`config.mk`:
```
export PLATFORM = sky130hd
export DESIGN_NAME = ram_port_arbiter
export DESIGN_NICKNAME = d
export VERILOG_FILES = /design/src/rtl/ram_arb_pkg.sv /design/src/rtl/ram_port_arbiter_rr_pick.sv /design/src/rtl/ram_port_arbiter.sv
export SDC_FILE = /design/constraint.sdc
export NUM_CORES = 1
export LEC_CHECK = 0
export BUFFER_PORTS_ARGS = -buffer_cell sky130_fd_sc_hd__buf_4
export CAP_MARGIN = 20
export CORE_AREA = 4 4 110 112
export DETAILED_ROUTE_END_ITERATION = 8
export DIE_AREA = 0 0 114 116
export PLACE_DENSITY_LB_ADDON = 0.25
export SYNTH_ARGS = -nofsm -noshare
export SYNTH_HDL_FRONTEND = slang
export SYNTH_SLANG_ARGS = --single-unit
```
`constraint.sdc`:
```
create_clock -name clk -period 4.2 [get_ports clk]
set_input_delay 0.63 -clock clk [delete_from_list [all_inputs] [get_ports clk]]
set_output_delay 0.63 -clock clk [all_outputs]
set_load 0.03 [all_outputs]
```
`src/rtl/ram_arb_pkg.sv`:
```
// Shared types and defaults for the RAM port arbiter.
// Optional build macro: RAM_ARB_FIXED_PRIO_EN (fixed-priority arbitration).
package ram_arb_pkg;

    localparam int unsigned DEF_NUM_REQ    = 4;
    localparam int unsigned DEF_DATA_WIDTH = 32;
    localparam int unsigned DEF_ADDR_WIDTH = 10;

    // Upper bound on requesters; sizes the id field and the one-hot helper.
    localparam int unsigned MAX_REQ      = 16;
    localparam int unsigned MAX_ID_WIDTH = 4;

    // One-stage response pipeline: who was granted last cycle, if anyone.
    typedef struct packed {
        logic                    valid;
        logic [MAX_ID_WIDTH-1:0] id;
    } rsp_pipe_t;

    function automatic logic [MAX_REQ-1:0] idx_to_onehot(input logic [MAX_ID_WIDTH-1:0] idx);
        logic [MAX_REQ-1:0] oh;
        oh      = '0;
        oh[idx] = 1'b1;
        return oh;
    endfunction

endpackage

```
`src/rtl/ram_port_arbiter_rr_pick.sv`:
```
// Rotating priority encoder: first set request at or after ptr_i, wrapping.
// With RAM_ARB_FIXED_PRIO_EN defined the search always starts at index 0
// and ptr_i is ignored.
module rr_pick #(
    parameter int unsigned N   = 4,
    parameter int unsigned IDW = 2
) (
    input  logic [N-1:0]   req_i,
    input  logic [IDW-1:0] ptr_i,
    output logic [N-1:0]   grant_o,
    output logic [IDW-1:0] idx_o,
    output logic           any_o
);

    // Walk the requesters in priority order and latch onto the first valid one.
    always_comb begin
        int unsigned j;
        logic [IDW-1:0] jj;
        logic found;
        grant_o = '0;
        idx_o   = '0;
        any_o   = 1'b0;
        found   = 1'b0;
        j       = 0;
        jj      = '0;
        for (int unsigned k = 0; k < N; k++) begin
`ifdef RAM_ARB_FIXED_PRIO_EN
            j = k;
`else
            j = (32'(ptr_i) + k) % N;
`endif
            jj = IDW'(j);
            if (!found && req_i[jj]) begin
                found       = 1'b1;
                idx_o       = jj;
                grant_o[jj] = 1'b1;
            end
        end
        any_o = found;
    end

endmodule

```
`src/rtl/ram_port_arbiter.sv`:
```
// Shares one block-RAM port among NUM_REQ requesters (NUM_REQ in 2..16).
// Round-robin grant, combinational RAM drive, one-cycle response routing.
// Build macro RAM_ARB_FIXED_PRIO_EN selects fixed priority (lowest index
// wins, no pointer register); higher indices may starve in that build.
module ram_port_arbiter
    import ram_arb_pkg::*;
#(
    parameter int unsigned NUM_REQ    = DEF_NUM_REQ,
    parameter int unsigned DATA_WIDTH = DEF_DATA_WIDTH,
    parameter int unsigned ADDR_WIDTH = DEF_ADDR_WIDTH,
    parameter int unsigned ID_WIDTH   = $clog2(NUM_REQ)
) (
    input  logic                          clk,
    input  logic                          rst,
    input  logic [NUM_REQ-1:0]            req_valid,
    output logic [NUM_REQ-1:0]            req_ready,
    input  logic [NUM_REQ-1:0]            req_we,
    input  logic [NUM_REQ*ADDR_WIDTH-1:0] req_addr,
    input  logic [NUM_REQ*DATA_WIDTH-1:0] req_wdata,
    output logic [NUM_REQ-1:0]            rsp_valid,
    output logic [DATA_WIDTH-1:0]         rsp_data,
    output logic                          ram_we,
    output logic [ADDR_WIDTH-1:0]         ram_addr,
    output logic [DATA_WIDTH-1:0]         ram_din,
    input  logic [DATA_WIDTH-1:0]         ram_dout
);

    logic [NUM_REQ-1:0]  pick_grant;
    logic [ID_WIDTH-1:0] pick_idx;
    logic                pick_any;
    logic [ID_WIDTH-1:0] ptr_q;
    logic                grant_any;
    rsp_pipe_t           rsp_q, rsp_d;

`ifdef RAM_ARB_FIXED_PRIO_EN
    assign ptr_q = '0;
`else
    logic [ID_WIDTH-1:0] ptr_d;

    // Next search start is one past the winner; hold when nothing is granted.
    always_comb begin
        ptr_d = ptr_q;
        if (grant_any) begin
            ptr_d = (pick_idx == ID_WIDTH'(NUM_REQ - 1)) ? '0 : pick_idx + 1'b1;
        end
    end

    // Round-robin pointer register.
    always_ff @(posedge clk) begin
        if (rst) ptr_q <= '0;
        else     ptr_q <= ptr_d;
    end
`endif

    rr_pick #(
        .N   (NUM_REQ),
        .IDW (ID_WIDTH)
    ) u_pick (
        .req_i   (req_valid),
        .ptr_i   (ptr_q),
        .grant_o (pick_grant),
        .idx_o   (pick_idx),
        .any_o   (pick_any)
    );

    // Reset suppresses every grant, so no transfer or RAM write can happen under rst.
    assign grant_any = pick_any & ~rst;
    assign req_ready = rst ? '0 : pick_grant;

    // Mux the winner onto the RAM port; index 0 is presented when idle.
    always_comb begin
        ram_we   = 1'b0;
        ram_addr = '0;
        ram_din  = '0;
        if (!rst) begin
            ram_we   = grant_any & req_we[pick_idx];
            ram_addr = req_addr[pick_idx*ADDR_WIDTH +: ADDR_WIDTH];
            ram_din  = req_wdata[pick_idx*DATA_WIDTH +: DATA_WIDTH];
        end
    end

    // Capture who was granted so the registered RAM output can be routed back.
    always_comb begin
        rsp_d       = '0;
        rsp_d.valid = grant_any;
        rsp_d.id    = MAX_ID_WIDTH'(pick_idx);
    end

    // Response stage register; reset drops any in-flight response.
    always_ff @(posedge clk) begin
        if (rst) rsp_q <= '0;
        else     rsp_q <= rsp_d;
    end

    assign rsp_valid = rsp_q.valid ? NUM_REQ'(idx_to_onehot(rsp_q.id)) : '0;
    assign rsp_data  = ram_dout;

endmodule

```
==> metrics.txt <==
CTS max path bufs=2; total number of vias=3214; Slew HR=48.28%; average size of a mapped cell=7.830 um^2; initial DRC count=145; clock skew=1.753 ps; WL final=10.95 mm; Post-synth ARST share=0%; DR WL/cell=16.88 um; antenna cells=0; Tmin final=3969 ps; largest net degree at the start of global routing=54; GR Util All Layers=14.95%; Hold Path Stages=3; CP Launch Type=flop; Hold WC Path Type=in2reg; worst endpoint data arrival time=3340 ps; Worst Max-Slew Pin Slew=775.8 ps; number of vias per cell=4.952; initial antenna violation count=0; number of core rows=39; CTS root buf=clkbuf_16; Warnings, synthesis=0; share of the synthesized area in the top cell type=23.03%; # nets final=725; layout cells sized above 1=56.92%; Final Max Tran Viols=0; Seq/Total Area, Yosys=3.839%; # IOs=293; largest cells by area after synthesis=a221oi_2 23%, mux2i_1 16%, buf_4 9.8%; Critical Path RT=3570 ps; Clk pin slew, worst setup/hold paths=30 ps; Max VDD drop=0.7291 mV; global route overflow=0; clock sinks=5; Crit Path Max Fanout=32; die area=13220 um^2; main flop type after synthesis=dfxtp_1; CTS tree=done; RSZ-0062 raised after global routing=no; postcts setup bufs=0; H-tree depth=1; Die Ht=116 um; P&R area growth vs syn=61.56%; commonest cells after routing, fill and taps aside=235 x buf_4, 53 x nand2_1, 44 x a21oi_1; synthesized net count=551; largest area contributor in the netlist=a221oi_2; Setup CP Type=reg2out; DR pass1 iterations=4; drt drc=0; maxcap violations=0; Final Setup Violations=0; Yosys cell types=42; commonest non-fill, non-tap cell in the layout=buf_4; Leakage=1.979 nW; r2r worst-path depth=8; vias in the first global route=3207; Post-synth EDFFs=0; Tcrit/Tclk final=94.49%; Worst-Skew Late Latency=230 ps; FF+latch count, synth=5; synthesized area=2608 um^2; Setup TNS=0 ps; core area=11220 um^2; port bufs=228; CTS Hold Buffers Added=0; first-pass GRT wire length=16.37 mm; Max Fclk=0.2520 GHz; Critical Path Sink Type=primary output; Die X-Extent=114 um; pwr dens=750.5 nW/um^2; cell count after synthesis=333; dpl hpwl=8.704 mm; post-route ant nets=0; Routability Congestion=0.8472; initial core utilization=23.23%; CTS resizes=0; status=complete, no violations; final core utilization=37.54%; Num CTS Buffers=3; final hold vios=0
## sequential cells by signal, indices dropped and copies added, names as in the netlist
name and flops:
rsp_q 3, ptr_q 2
## report_power, final
group | total (mW) | switching [mW] | internal (mW)
Combinational | 2.92 | 1.77 | 1.15
Clock | 0.157 | 0.0314 | 0.126
Sequential | 0.0834 | 0.0180 | 0.0654
Total | 3.16 | 1.82 | 1.34
## synthesized netlist by cell type (2+ instances only)
cell,number
a22oi_1,4
nor3b_1,2
a21oi_1,44
mux2i_1,41
nor2_1,20
buf_4,34
o21ai_1,2
ha_1,8
inv_1,7
nand2_1,53
a221oi_2,40
o22ai_1,2
nand2b_1,3
mux4_2,3
a221oi_1,5
buf_6,7
nor4_1,2
buf_2,17
nand3_1,2
o2111a_1,2
dfxtp_1,5
clkbuf_1,10
## logic make-up (layout without fill, tap and decap cells)
logic type               count (synthesis)  count (layout)  share of synthesized area (%)
AO/OA/AOI/OAI                          111             111                          40.55
AND/OR/NAND/NOR                         89              89                          14.59
buffers and inverters                   75             248                          18.52
multiplexers                            44              44                          18.33
adder cells (fa/ha/maj)                  8               8                          3.839
flip-flops                               5               5                          3.839
XOR/XNOR                                 1               1                         0.3360
## critical path, stage by stage, from the launching register on
cell,delay (ps)
dfxtp_1,480
inv_1,170
ha_1,430
or4_1,560
o211a_2,190
a21oi_4,170
buf_4,400
mux2i_1,160
a221oi_2,320
buf_4,210
## final timing paths
| kind | endpoint | slack [ps] | start |
|---|---|---|---|
| setup / recovery | ram_din[29] | 230 | ptr_q[1]$_SDFFE_PP0P_ |
| hold / removal | rsp_q[4]$_SDFF_PP0_ | 800 | req_valid[1] |
| setup reg to reg | ptr_q[1]$_SDFFE_PP0P_ | 1300 | ptr_q[1]$_SDFFE_PP0P_ |
| hold reg to reg | rsp_q[0]$_SDFF_PP0_ | 820 | ptr_q[0]$_SDFFE_PP0P_ |
## layout make-up
type,count,area [um^2]
Timing Repair Buffer,237,1804
Multi-Input combinational cell,253,2024
Inverter,7,26.28
Clock buffer,4,78.83
Sequential cell,5,100.1
Tap cell,143,178.9
Fill cell,1174,7010
## per-layer routing
layer	part of all wire [%]	wire (um)	track usage, %	vias to the layer above
met5	0	0	0	-
met4	0.71	78	2.217	0
met3	7.6	830	3.029	13
met2	52	5694	27.75	140
met1	40	4351	18.13	1496
li1	-	-	-	1565
## per-stage QoR
step           cells  cell area [um^2]  hold WS (ps)  setup slack (ps)  total power [mW]
2_1_floorplan    333              2608         713.9             316.0             2.316
3_3_place_gp     645              4134         829.5             563.6             2.992
3_5_place_dp     645              4134         819.8             425.5             3.031
4_1_cts          649              4213         810.5             193.9             3.198
5_1_grt          649              4213         849.4             7.440             3.395
6_report         649              4213         802.6             231.2             3.162
No activity file was read; power rests on OpenSTA's default activity.
